$ cat config.mk
export PLATFORM = sky130hd
export DESIGN_NAME = mio_bus_pipelined_flat
export DESIGN_NICKNAME = d
export VERILOG_FILES = /design/src/rtl/mio_bus_pipelined_if.sv /design/src/rtl/mio_bus_pipelined.sv /design/src/flat_wrapper.sv
export SDC_FILE = /design/constraint.sdc
export NUM_CORES = 1
export LEC_CHECK = 0
export BUFFER_PORTS_ARGS = -buffer_cell sky130_fd_sc_hd__buf_2
export CAP_MARGIN = 10
export CORE_AREA = 2 2 145 147
export DETAILED_ROUTE_END_ITERATION = 8
export DIE_AREA = 0 0 147 149
export HOLD_SLACK_MARGIN = 0.08
export PLACE_DENSITY = 0.75
export SYNTH_ARGS = -nofsm -noshare
export SYNTH_HDL_FRONTEND = slang
export SYNTH_SLANG_ARGS = --single-unit
$ cat constraint.sdc
create_clock -name clk -period 9.3 [get_ports clk]
set_clock_uncertainty 0.1 [all_clocks]
set_input_delay 0.93 -clock clk [delete_from_list [all_inputs] [get_ports clk]]
set_output_delay 0.93 -clock clk [all_outputs]
set_load 0.01 [all_outputs]
$ cat src/rtl/mio_bus_pipelined_if.sv
// mio_bus_pipelined_if: CPU data port and slave-side bus signals of the MMIO controller
interface mio_bus_pipelined_if #(
  parameter int NUM_SLV = 5
);
  logic                   cpu_req;
  logic                   cpu_we;
  logic [31:0]            addr_bus;
  logic [31:0]            Cpu_data2bus;
  logic [31:0]            Cpu_data4bus;
  logic                   cpu_ready;
  logic [NUM_SLV-1:0]     slv_sel;
  logic [NUM_SLV-1:0]     slv_we;
  logic [NUM_SLV-1:0]     slv_rd;
  logic [31:0]            slv_addr;
  logic [31:0]            slv_wdata;
  logic [NUM_SLV*32-1:0]  slv_rdata;
  logic                   err_clr;
  logic                   bus_err;
  logic [31:0]            err_addr;
  modport master (
    output cpu_req, cpu_we, addr_bus, Cpu_data2bus, slv_rdata, err_clr,
    input  Cpu_data4bus, cpu_ready, slv_sel, slv_we, slv_rd, slv_addr, slv_wdata, bus_err, err_addr
  );
  modport slave (
    input  cpu_req, cpu_we, addr_bus, Cpu_data2bus, slv_rdata, err_clr,
    output Cpu_data4bus, cpu_ready, slv_sel, slv_we, slv_rd, slv_addr, slv_wdata, bus_err, err_addr
  );
endinterface

$ cat src/rtl/mio_bus_pipelined.sv
// mio_bus_pipelined: registered base/mask MMIO decoder with per-slot wait states and sticky unmapped-access error
module mio_bus_pipelined #(
  parameter int                    NUM_SLV  = 5,
  parameter logic [NUM_SLV*32-1:0] SLV_BASE = {32'hFFFFFF00, 32'hFFFFFE00, 32'hFFFFD000, 32'h000C0000, 32'h00000000},
  parameter logic [NUM_SLV*32-1:0] SLV_MASK = {32'hFFFFFF00, 32'hFFFFFF00, 32'hFFFFF000, 32'hFFFF0000, 32'hFFFF0000},
  parameter logic [NUM_SLV*4-1:0]  SLV_WAIT = {4'd0, 4'd0, 4'd1, 4'd0, 4'd0}
) (
  input logic               clk,
  input logic               rst,
  mio_bus_pipelined_if.slave bus
);
  localparam int IW = NUM_SLV > 1 ? $clog2(NUM_SLV) : 1;
  typedef enum logic [1:0] {IDLE, ACCESS, RESP} state_t;
  state_t          state_q, state_d;
  logic [IW-1:0]   slot_q, slot_d, hit_idx;
  logic            hit;
  logic [3:0]      cnt_q, cnt_d;
  logic            we_q, we_d, first_q, first_d, err_q, err_d;
  logic [31:0]     addr_q, addr_d, wdata_q, wdata_d, rdata_q, rdata_d, eaddr_q, eaddr_d;
  // Scan from the top slot down so the lowest matching index is the one left standing
  always_comb begin
    hit = 1'b0;
    hit_idx = '0;
    for (int i = NUM_SLV - 1; i >= 0; i--)
      if ((bus.addr_bus & SLV_MASK[32*i +: 32]) == (SLV_BASE[32*i +: 32] & SLV_MASK[32*i +: 32])) begin
        hit = 1'b1;
        hit_idx = IW'(i);
      end
  end
  always_comb begin
    state_d = state_q;
    slot_d  = slot_q;
    cnt_d   = cnt_q;
    we_d    = we_q;
    first_d = 1'b0;
    addr_d  = addr_q;
    wdata_d = wdata_q;
    rdata_d = rdata_q;
    err_d   = err_q;
    eaddr_d = eaddr_q;
    if (bus.err_clr) begin
      err_d   = 1'b0;
      eaddr_d = '0;
    end
    case (state_q)
      IDLE: if (bus.cpu_req) begin
        if (hit) begin
          state_d = ACCESS;
          slot_d  = hit_idx;
          cnt_d   = SLV_WAIT[4*int'(hit_idx) +: 4];
          we_d    = bus.cpu_we;
          first_d = 1'b1;
          addr_d  = bus.addr_bus;
          wdata_d = bus.Cpu_data2bus;
        end else begin
          state_d = RESP;
          rdata_d = '0;
          err_d   = 1'b1;
          eaddr_d = (!err_q || bus.err_clr) ? bus.addr_bus : eaddr_q;
        end
      end
      ACCESS: if (cnt_q == 4'd0) begin
        state_d = RESP;
        rdata_d = we_q ? '0 : bus.slv_rdata[32*int'(slot_q) +: 32];
      end else cnt_d = cnt_q - 4'd1;
      RESP: state_d = IDLE;
      default: state_d = IDLE;
    endcase
  end
  always_ff @(posedge clk or posedge rst)
    if (rst) begin
      state_q <= IDLE;
      slot_q  <= '0;
      cnt_q   <= '0;
      we_q    <= 1'b0;
      first_q <= 1'b0;
      addr_q  <= '0;
      wdata_q <= '0;
      rdata_q <= '0;
      err_q   <= 1'b0;
      eaddr_q <= '0;
    end else begin
      state_q <= state_d;
      slot_q  <= slot_d;
      cnt_q   <= cnt_d;
      we_q    <= we_d;
      first_q <= first_d;
      addr_q  <= addr_d;
      wdata_q <= wdata_d;
      rdata_q <= rdata_d;
      err_q   <= err_d;
      eaddr_q <= eaddr_d;
    end
  // first_q is only ever set on entry to ACCESS, so strobes fire once per mapped access
  assign bus.slv_sel      = (state_q == ACCESS) ? NUM_SLV'(1) << slot_q : '0;
  assign bus.slv_we       = (first_q && we_q) ? bus.slv_sel : '0;
  assign bus.slv_rd       = (first_q && !we_q) ? bus.slv_sel : '0;
  assign bus.cpu_ready    = state_q == RESP;
  assign bus.Cpu_data4bus = rdata_q;
  assign bus.slv_addr     = addr_q;
  assign bus.slv_wdata    = wdata_q;
  assign bus.bus_err      = err_q;
  assign bus.err_addr     = eaddr_q;
endmodule
$ cat src/flat_wrapper.sv
// flat-port wrapper written by rule: the top's interface ports become plain ports
module mio_bus_pipelined_flat 
#(
  parameter int                    NUM_SLV  = 5,
  parameter logic [NUM_SLV*32-1:0] SLV_BASE = {32'hFFFFFF00, 32'hFFFFFE00, 32'hFFFFD000, 32'h000C0000, 32'h00000000},
  parameter logic [NUM_SLV*32-1:0] SLV_MASK = {32'hFFFFFF00, 32'hFFFFFF00, 32'hFFFFF000, 32'hFFFF0000, 32'hFFFF0000},
  parameter logic [NUM_SLV*4-1:0]  SLV_WAIT = {4'd0, 4'd0, 4'd1, 4'd0, 4'd0}
)
  (clk, rst, bus_cpu_req, bus_cpu_we, bus_addr_bus, bus_Cpu_data2bus, bus_slv_rdata, bus_err_clr, bus_Cpu_data4bus, bus_cpu_ready, bus_slv_sel, bus_slv_we, bus_slv_rd, bus_slv_addr, bus_slv_wdata, bus_bus_err, bus_err_addr);
  mio_bus_pipelined_if #(.NUM_SLV(NUM_SLV)) bus_i ();
  input logic clk;
  input logic rst;
  input wire logic [$bits(bus_i.cpu_req)-1:0] bus_cpu_req;
  input wire logic [$bits(bus_i.cpu_we)-1:0] bus_cpu_we;
  input wire logic [$bits(bus_i.addr_bus)-1:0] bus_addr_bus;
  input wire logic [$bits(bus_i.Cpu_data2bus)-1:0] bus_Cpu_data2bus;
  input wire logic [$bits(bus_i.slv_rdata)-1:0] bus_slv_rdata;
  input wire logic [$bits(bus_i.err_clr)-1:0] bus_err_clr;
  output wire logic [$bits(bus_i.Cpu_data4bus)-1:0] bus_Cpu_data4bus;
  output wire logic [$bits(bus_i.cpu_ready)-1:0] bus_cpu_ready;
  output wire logic [$bits(bus_i.slv_sel)-1:0] bus_slv_sel;
  output wire logic [$bits(bus_i.slv_we)-1:0] bus_slv_we;
  output wire logic [$bits(bus_i.slv_rd)-1:0] bus_slv_rd;
  output wire logic [$bits(bus_i.slv_addr)-1:0] bus_slv_addr;
  output wire logic [$bits(bus_i.slv_wdata)-1:0] bus_slv_wdata;
  output wire logic [$bits(bus_i.bus_err)-1:0] bus_bus_err;
  output wire logic [$bits(bus_i.err_addr)-1:0] bus_err_addr;
  assign bus_i.cpu_req = bus_cpu_req;
  assign bus_i.cpu_we = bus_cpu_we;
  assign bus_i.addr_bus = bus_addr_bus;
  assign bus_i.Cpu_data2bus = bus_Cpu_data2bus;
  assign bus_i.slv_rdata = bus_slv_rdata;
  assign bus_i.err_clr = bus_err_clr;
  assign bus_Cpu_data4bus = bus_i.Cpu_data4bus;
  assign bus_cpu_ready = bus_i.cpu_ready;
  assign bus_slv_sel = bus_i.slv_sel;
  assign bus_slv_we = bus_i.slv_we;
  assign bus_slv_rd = bus_i.slv_rd;
  assign bus_slv_addr = bus_i.slv_addr;
  assign bus_slv_wdata = bus_i.slv_wdata;
  assign bus_bus_err = bus_i.bus_err;
  assign bus_err_addr = bus_i.err_addr;
  mio_bus_pipelined #(.NUM_SLV(NUM_SLV), .SLV_BASE(SLV_BASE), .SLV_MASK(SLV_MASK), .SLV_WAIT(SLV_WAIT)) u_core (.clk(clk), .rst(rst), .bus(bus_i));
endmodule
Yosys cells after proc, flatten, opt, wreduce, memory -nomap -nowiden

Cells that the tools add are included.

Equal/unequal tests: 12
Add/sub/neg operators: 1
Shifts and indexed selects: 3
Reductions and logical operators: 13
Mux-type cells: 38

Operator list:

| kind                                                       | number |
|---|---|
| 2-to-1 mux 32 bit                                          | 9 |
| indexed part select 160 x 9 -> 32 bit                      | 1 |
| one-hot mux 32 bit (2 select lines)                        | 1 |
| equality test 24 bit (second input constant)               | 2 |
| zero test 32 bit                                           | 1 |
| equality test 20 bit (second input constant)               | 1 |
| indexed part select 20 x 6 -> 4 bit (first input constant) | 1 |
| equality test 16 x 4 -> 1 bit (second input constant)      | 1 |
| 2-to-1 mux 3 bit                                           | 5 |
| 2-to-1 mux 5 bit                                           | 3 |
| 2-to-1 mux 1 bit                                           | 12 |
| 2-to-1 mux 4 bit                                           | 3 |
| one-hot mux 4 bit (2 select lines)                         | 1 |
| AND reduction 4 bit                                        | 2 |
| 2-to-1 mux 2 bit                                           | 3 |
| inequality test 2 bit (second input constant)              | 3 |
| left shift 1 x 3 -> 5 bit (first input constant)           | 1 |
| zero test 4 bit                                            | 1 |
| inequality test 2 x 1 -> 1 bit (second input constant)     | 2 |
| inequality test 4 x 2 -> 1 bit (second input constant)     | 1 |
| one-hot mux 2 bit (2 select lines)                         | 1 |
| subtractor 4 x 1 -> 4 bit (second input constant)          | 1 |
| AND reduction 3 bit                                        | 1 |
| equality test 2 x 1 -> 1 bit (second input constant)       | 1 |
| 7 further kinds                                            | 9 |

Output and inout port bits: 145
Logic and storage cells: 77
Register bits: 140

Depth between registers and ports, before layout

Gate-level depths: netlist (run 1).

Depth in word-level cells: 10
Mapped depth: 8
Gate-level depth less buffers: 7

Least setup slack after synthesis (run 1)

OpenSTA, ideal clock, no wires.

Path kind: register to output
Start: register u_core.slot_q[0]
End: output bus_slv_rd[4]
Setup slack: 6,691 ps
Cell stages (with the launch flop): 6
Data arrival time: 1,579 ps
Cell sequence: dfrtp_1 buf_2 nor3_1 clkbuf_1 nand2_1 nor2_1

Longest elaborated chain between the ends: 3

RTL lines:

| what                      | line                    | RTL |
|---|---|---|
| start, declared           | mio_bus_pipelined.sv:15 | `logic [IW-1:0] slot_q, slot_d, hit_idx;` |
| start signal, assigned    | mio_bus_pipelined.sv:84 | `slot_q <= slot_d;` |
| left shift 1 x 3 -> 5 bit | mio_bus_pipelined.sv:95 | `assign bus.slv_sel = (state_q == ACCESS) ? NUM_SLV'(1) << slot_q : '0;` |
| 2-to-1 mux 5 bit          | mio_bus_pipelined.sv:95 |  |
| 2-to-1 mux 5 bit          | mio_bus_pipelined.sv:97 | `assign bus.slv_rd = (first_q && !we_q) ? bus.slv_sel : '0;` |
| end, declared             | flat_wrapper.sv:23      | `output wire logic [$bits(bus_i.slv_rd)-1:0] bus_slv_rd;` |

Every way passes these cells.

Worst setup path after layout (run 1)

Start: input bus_addr_bus[28]
End: register u_core.rdata_q[1] (netlist: u_core.bus.Cpu_data4bus[1])

Longest elaborated chain between the ends: 8
Elaborated cells between the ends (all ways): 12
Classes of those cells: eq/ne (5); mux (5); reduce/logical (2)

RTL lines:

| what                                     | line                    | RTL |
|---|---|---|
| start, declared                          | flat_wrapper.sv:15      | `input wire logic [$bits(bus_i.addr_bus)-1:0] bus_addr_bus;` |
| equality test 24 bit                     | mio_bus_pipelined.sv:25 | `if ((bus.addr_bus & SLV_MASK[32*i +: 32]) == (SLV_BASE[32*i +: 32] & SLV_MASK[32*i +: 32])) begin` |
| 2-to-1 mux 1 bit (4 in series)           | mio_bus_pipelined.sv:25 |  |
| 2-to-1 mux 1 bit *                       | mio_bus_pipelined.sv:25 |  |
| inequality test 2 bit (no source line) * | -                       |  |
| AND reduction 4 bit (no source line) *   | -                       |  |
| end signal, assigned                     | mio_bus_pipelined.sv:90 | `rdata_q <= rdata_d;` |
| end, declared                            | mio_bus_pipelined.sv:19 | `logic [31:0] addr_q, addr_d, wdata_q, wdata_d, rdata_q, rdata_d, eaddr_q, eaddr_d;` |

Every way passes the cells marked *; elsewhere a longest branch is shown, timed or not.
A chain may end at the register's enable or synchronous reset.

==> results.md, run 1 <==
- Sequential fraction of the synthesis area: between 50% and 60%
- Clock period minus worst slack: roughly 3.3 ns
- Num CTS Buffers: 17
- Setup TNS: 0 ns
- Chip Width: 147 µm
- Number of synthesized flops with an enable pin: 0
- Max VDD drop: about 0.11 mV
- Metal3 WL: 2.09 mm
- Pwr Density: 153 mW/mm²
- Asr flop ratio synth: 100%
- DP HPWL: 17.1 mm
- Root Driver: clkbuf_16
- Uppermost layer routed: met4
- Reg2reg start: u_core.state_q[0]
- Synth-to-layout area growth: 38.6%
- Syn Inst Count: 500
- Layout cell share with drive strength beyond 1: 62.3%
- Comb power frac: just under 10%
- Cell Area, Synth: just under 0.007 mm²
- Antenna violations before repair: 5
- Pins Over Slew Limit: 0
- YS warnings: 0
- Leakage: ~5.3 nW
- Largest net degree at the start of global routing: 84
- # DRC: 0
- DR WL/cell: 19.6 µm
- Tot GR Track Use: approximately a fifth
- Worst skew pair latency: about 0.41 ns
- Worst-path clk slew: 0.06 ns
- Outcome: finished, final reports clean
- Fmax: 304 MHz
- Bufs on Longest Clock Path: 2
- Antenna viol nets, final: 0
- Fin worst setup slack: 6.02 ns
- DRT Pass-1 Iters: 4
- # rows: 53
- Worst slew pin tran: roughly 1.2 ns
- Syn Area/Cell: 13.7 µm²
- H-tree levels: 4
- Syn_nets: 731
- I/O Buffers: 373
- Hold buffer count at CTS: 0
- Number of buffers added for setup after CTS: 0
- Critical Path RT: ~9.5 ns
- Full die area: 0.0219 mm²
- Starting Density: between 30% and 40%
- Most frequent cells in the layout: 373 x buf_2, 138 x dfrtp_1, 60 x mux2_2, 53 x nor2_1
- Vias: 5,813
- CTS tree: built
- Critical path fanouts, max: 33
- Clk pwr share: 46.8%
- Global-route wire length before repair: 33.5 mm
- Final RePlAce weighted congestion: 0.846
- Crit start category: primary input
- Commonest non-fill, non-tap cell in the layout: buf_2
- WS Path Type: primary input to register
- Number of global-route vias before repair: between 5,000 and 6,000
- WL met2: roughly 11 mm
- Via density: 5.03
- Final wirelength: about 23 mm
- R2R Setup Slk: 6.77 ns
- Drt initial violations: roughly 240
- Worst EP arrival: 3.48 ns
- Post-synthesis cell type count: 45
- Total gr overflow: 0
- Setup crit end kind: register
- Clk sinks: 140
- Net Sw Power: 0.376 mW
- Synth Register Bits: 140
- DRT met1 WL: 8.81 mm
- # nets final: approximately 1,100
- Setup WS pre-CTS: 5.59 ns
- Fin crit share: 35.3%
- Sequential group share of total power: 43.3%
- Switching portion of total power: 25.8%
- Internal power: 1.08 mW
- Core footprint: 0.0206 mm²
- Setup Viol. Count Final: 0
- Total Power: 1.46 mW
- Number of gates resized after cts: 0
- Die span in y: ~150 µm
- IO Pins: 374
- Placed Area: around 0.009 mm²
- Worst rel slew slack: approximately 22%
- Hold WC Path Type: register to register
- Max-cap violation count: 0
- Main flop type after synthesis: dfrtp_1
- RSZ-0062 raised after global routing: no
- Final Hold Violating Endpoints: 0
- Cell area after layout: around 0.0095 mm²
- Hold Crit Start: u_core.bus.slv_addr[23]
- Crit path launch: bus_addr_bus[28]
metrics by stage:
stage                     hold slack (ns)  utilization (%)  instances
final                               0.378             46.3       1156
after global routing                0.395             46.3       1156
after CTS                           0.382             46.2       1151
after detailed placement            0.363             43.3       1119
after global placement              0.355             43.3       1119
after floorplan                     0.403                -        500
cell type report:
cell class / instances / area, µm²
Clock inverter: 14 / 153
Multi-Input combinational cell: 314 / 3090
Antenna cell: 5 / 12.5
Timing Repair Buffer: 379 / 1910
Fill cell: 1874 / 11000
Sequential cell: 140 / 3510
Inverter: 11 / 48.8
Clock buffer: 18 / 439
Tap cell: 275 / 344
synthesized netlist by cell type, types with 2 or more instances:
master / n / area (µm²)
dfrtp_1: 140 / 3500
mux2_2: 60 / 676
nor2_1: 53 / 199
a22o_1: 32 / 280
a22oi_1: 32 / 240
mux4_2: 32 / 721
mux2_4: 26 / 390
clkbuf_1: 17 / 63.8
a21o_1: 14 / 105
nand2_1: 13 / 48.8
inv_1: 10 / 37.5
buf_2: 9 / 45.0
nand2b_1: 5 / 31.3
nand4_1: 5 / 31.3
buf_12: 4 / 80.1
nand3_1: 4 / 20.0
buf_6: 3 / 33.8
nor3_1: 3 / 15.0
nor4_2: 3 / 37.5
and2_1: 2 / 12.5
and3_1: 2 / 12.5
buf_4: 2 / 15.0
ha_1: 2 / 25.0
nand3b_1: 2 / 15.0
nor2b_1: 2 / 12.5
o21ai_0: 2 / 10.0
or3b_2: 2 / 17.5
xnor2_1: 2 / 17.5
state kept, by name, summed over array words and instances (netlist names):
register	flops
u_core.bus.slv_addr	32
u_core.slot_q	3
u_core.bus.Cpu_data4bus	32
u_core.bus.slv_wdata	32
u_core.bus.err_addr	32
u_core.bus.bus_err	1
u_core.cnt_q	4
u_core.we_q	1
u_core.first_q	1
u_core.state_q	2
power groups by stage:
stage               registers, mW  clock network [mW]  logic (mW)
floorplan                   0.648                   0      0.0541
global placement            0.642                   0       0.143
detailed placement          0.642                   0       0.146
CTS                         0.631               0.699       0.146
global route                0.632               0.732       0.157
finish                      0.631               0.681       0.144
worst paths after layout:
kind	to	cells after the start
min in group asynchronous	u_core.bus.slv_addr[2]	2
hold reg to reg	u_core.bus.slv_addr[23]	1
hold / removal	u_core.bus.slv_addr[23]	1
setup reg to reg	u_core.bus.err_addr[29]	6
max in group asynchronous	u_core.slot_q[0]	3
setup / recovery	u_core.bus.Cpu_data4bus[1]	6
routing by layer:
metal,vias to the layer above,GRT usage (%)
met3,25,6.54
met1,2881,24.3
met5,-,0
met2,308,33.3
li1,2599,-
met4,0,9.23
cells by family (layout without fill, tap and decap cells):
group	Yosys count	after routing	synth area share (%)
AOI/OAI and AO/OA	91	91	10.9
xor gates and xnor gates	3	3	0.383
adders and majority gates	2	2	0.365
buffers and inverters	46	422	4.10
DFF	140	140	51.1
muxes	118	118	26.0
other	0	5	0
and+or+nand+nor	100	100	7.13
critical path, stage by stage:
cell     delay, ns
buf_2         0.12
nor4_2        0.55
and4_4        0.34
nand2_1       0.14
a31oi_4       0.94
mux2_2        0.42
Power figures use the tool's default switching activity.
==> run 2, diff against run 1 <==
--- a/config.mk
+++ b/config.mk
@@ -11,7 +11,7 @@
 export DETAILED_ROUTE_END_ITERATION = 8
 export DIE_AREA = 0 0 147 149
 export HOLD_SLACK_MARGIN = 0.08
-export PLACE_DENSITY = 0.75
+export PLACE_DENSITY = 0.78
 export SYNTH_ARGS = -nofsm -noshare
 export SYNTH_HDL_FRONTEND = slang
 export SYNTH_SLANG_ARGS = --single-unit
==> constraint.sdc (replaced) <==
create_clock -name clk -period 2.9 [get_ports clk]
set_clock_uncertainty 0.1 [all_clocks]
set_input_delay 0.29 -clock clk [delete_from_list [all_inputs] [get_ports clk]]
set_output_delay 0.29 -clock clk [all_outputs]
set_load 0.01 [all_outputs]
==> results.md, run 2 (same netlist as run 1, synthesis figures left out) <==
- CTS tree: built
- # rows: 53 (unchanged)
- Via density: 5.04 (+0.13%)
- Most frequent cells in the layout: 373 x buf_2, 138 x dfrtp_1, 62 x dlygate4sd3_1, 60 x mux2_2, 53 x nor2_1
- Core footprint: 0.0206 mm² (unchanged)
- Hold Path Depth: 2 (+1)
- Clk sinks: 140 (unchanged)
- Sequential group share of total power: 42.2% (-1.1 points)
- DR WL/cell: 19.5 µm (-0.55%)
- DP HPWL: 17.1 mm (about the same)
- Vias: 6,158 (+5.9%)
- Setup WS pre-CTS: 0.101 ns (-5.48 ns)
- # DRC: 0 (unchanged)
- Comb power frac: 11.5% (+1.6 points)
- WS Path Type: primary input to register
- Worst skew pair latency: 0.41 ns (about the same)
- Setup TNS: 0 ns (unchanged)
- Largest net degree at the start of global routing: 93 (+11%)
- Number of buffers added for setup after CTS: 0 (unchanged)
- Setup crit end kind: register
- Final wirelength: 23.8 mm (+5.2%)
- Worst-path clk slew: 0.07 ns (about the same)
- Layout cell share with drive strength beyond 1: 58.5% (-3.8 points)
- Root Driver: clkbuf_16
- WHS Endpoint: u_core.bus.err_addr[13]
- Total gr overflow: 0 (unchanged)
- Max VDD drop: 0.389 mV (+250%)
- Switching portion of total power: 25.9% (+0.098 points)
- Starting Density: 33.4% (unchanged)
- Fin crit share: 90.3%
- Fmax: 382 MHz
- Drt initial violations: 274 (+12%)
- Antenna viol nets, final: 0 (unchanged)
- Leakage: 5.62 nW (+6.3%)
- Critical path fanouts, max: 25 (-24%)
- Worst EP arrival: 2.82 ns (-0.66 ns)
- Die span in y: 149 µm (unchanged)
- Setup Viol. Count Final: 0 (unchanged)
- Crit start category: primary input
- Hold WC Path Type: primary input to register
- Final RePlAce weighted congestion: 0.846 (about the same)
- R2R Setup Slk: 0.62 ns (-6.15 ns)
- Num CTS Buffers: 17 (unchanged)
- Final Hold Violating Endpoints: 0 (unchanged)
- Non-filler cells, final: 1,223 (+5.8%)
- # nets final: 1,163 (+6.3%)
- Pins Over Slew Limit: 0 (unchanged)
- Outcome: finished, final reports clean
- Number of global-route vias before repair: 6,478 (+9.5%)
- Worst rel slew slack: 40.7% (+19 points)
- H-tree levels: 4 (unchanged)
- Chip Width: 147 µm (unchanged)
- IO Pins: 374 (unchanged)
- R2R Path End: u_core.bus.Cpu_data4bus[10]
- RSZ-0062 raised after global routing: no
- Fin worst setup slack: 0.280 ns (-5.74 ns)
- Commonest non-fill, non-tap cell in the layout: buf_2
- Clock period minus worst slack: 2.62 ns
- Critical Path RT: 3.10 ns (-6.39 ns)
- Worst slew pin tran: 0.889 ns (-0.284 ns)
- DRT Pass-1 Iters: 4 (unchanged)
- Pwr Density: 466 mW/mm² (+200%)
- Antenna violations before repair: 3 (-2)
- Full die area: 0.0219 mm² (unchanged)
- Global-route wire length before repair: 36.5 mm (+8.8%)
- Net Sw Power: 1.24 mW (+230%)
- Worst R2R Path Depth: 5 (-1)
- I/O Buffers: 373 (unchanged)
- Clk pwr share: 46.3% (-0.5 points)
- Bufs on Longest Clock Path: 2 (unchanged)
- Cell Count Post-Placement: 1,126 (+0.63%)
- Synth-to-layout area growth: 50.2%
- Internal power: 3.55 mW (+230%)
- Reg2reg start: u_core.slot_q[0]
- Max-cap violation count: 0 (unchanged)
- Hold Crit Start: bus_addr_bus[13]
- Tot GR Track Use: 21.6% (+1.4 points)
-- run 2: cell types whose count changed in the layout (fill, tap and decap cells not counted), moves of 2 or more --
| cell | before | now |
|---|---|---|
| dlygate4sd3_1 | 0 | 62 |
| buf_12 | 0 | 8 |
| clkinv_4 | 5 | 1 |
| inv_8 | 1 | 5 |
| diode_2 | 5 | 3 |
| inv_6 | 6 | 4 |
-- run 2: through the flow --
stage / util [%] / power [mW] / hold WS, ns / instance area [µm²]
finish: 50.1 / 4.80 / 0.109 / 10300
global route: 50.1 / 5.00 / 0.0988 / 10300
CTS: 50.0 / 4.86 / 0.0862 / 10300
detailed placement: 44.1 / 2.54 / 0.312 / 9060
global placement: 44.1 / 2.53 / 0.306 / 9060
floorplan: - / 2.25 / 0.323 / 6860
-- run 2: final cells by class --
class                      count  area (µm²)
fill                        1748       10300
multi-input combinational    314        3100
clock inverter                14         170
sequential                   140        3510
tap                          275         344
timing repair buffer         448        2690
antenna                        3        7.51
clock buffer                  18         439
inverter                      11        47.5
-- run 2: what timing repair did --
item,in CTS,in global routing
endpoints found under the setup margin,0,17
hold buffers,62,0
hold endpoints to repair,215,0
resized for setup,0,1
-- run 2: power by group through the flow --
stage / combinational, mW / sequential [mW] / clock [mW]
finish: 0.552 / 2.02 / 2.22
global route: 0.598 / 2.03 / 2.38
CTS: 0.548 / 2.02 / 2.29
detailed placement: 0.483 / 2.06 / 0
global placement: 0.473 / 2.06 / 0
floorplan: 0.174 / 2.08 / 0
-- run 2: worst max-delay path: stages --
cell	delay [ns]
dlygate4sd3_1	0.53
buf_2	0.15
nor4_4	0.33
and4_4	0.30
and2_4	0.18
o21ai_4	0.16
inv_4	0.25
buf_12	0.23
mux2_2	0.37
-- run 2: how the worst max path moves through the flow --
stage	endpoint	start	slack, ns
2_1_floorplan	u_core.bus.Cpu_data4bus[0]	rst	0.76
3_3_place_gp	u_core.we_q	bus_addr_bus[28]	0.12
3_5_place_dp	u_core.bus.slv_wdata[16]	bus_addr_bus[28]	0.10
4_1_cts	u_core.bus.slv_wdata[16]	bus_addr_bus[30]	0.03
5_1_grt	bus_slv_rd[4]	u_core.slot_q[1]	0.14
6_report	u_core.bus.slv_wdata[24]	bus_addr_bus[30]	0.28
-- run 2: layer usage --
metal	vias to the layer above	GRT usage, %	wire length, µm
met5	-	0	0
met4	0	7.98	500
met3	33	5.72	1960
met2	342	36.7	11900
met1	3047	26.6	9440
li1	2736	-	-
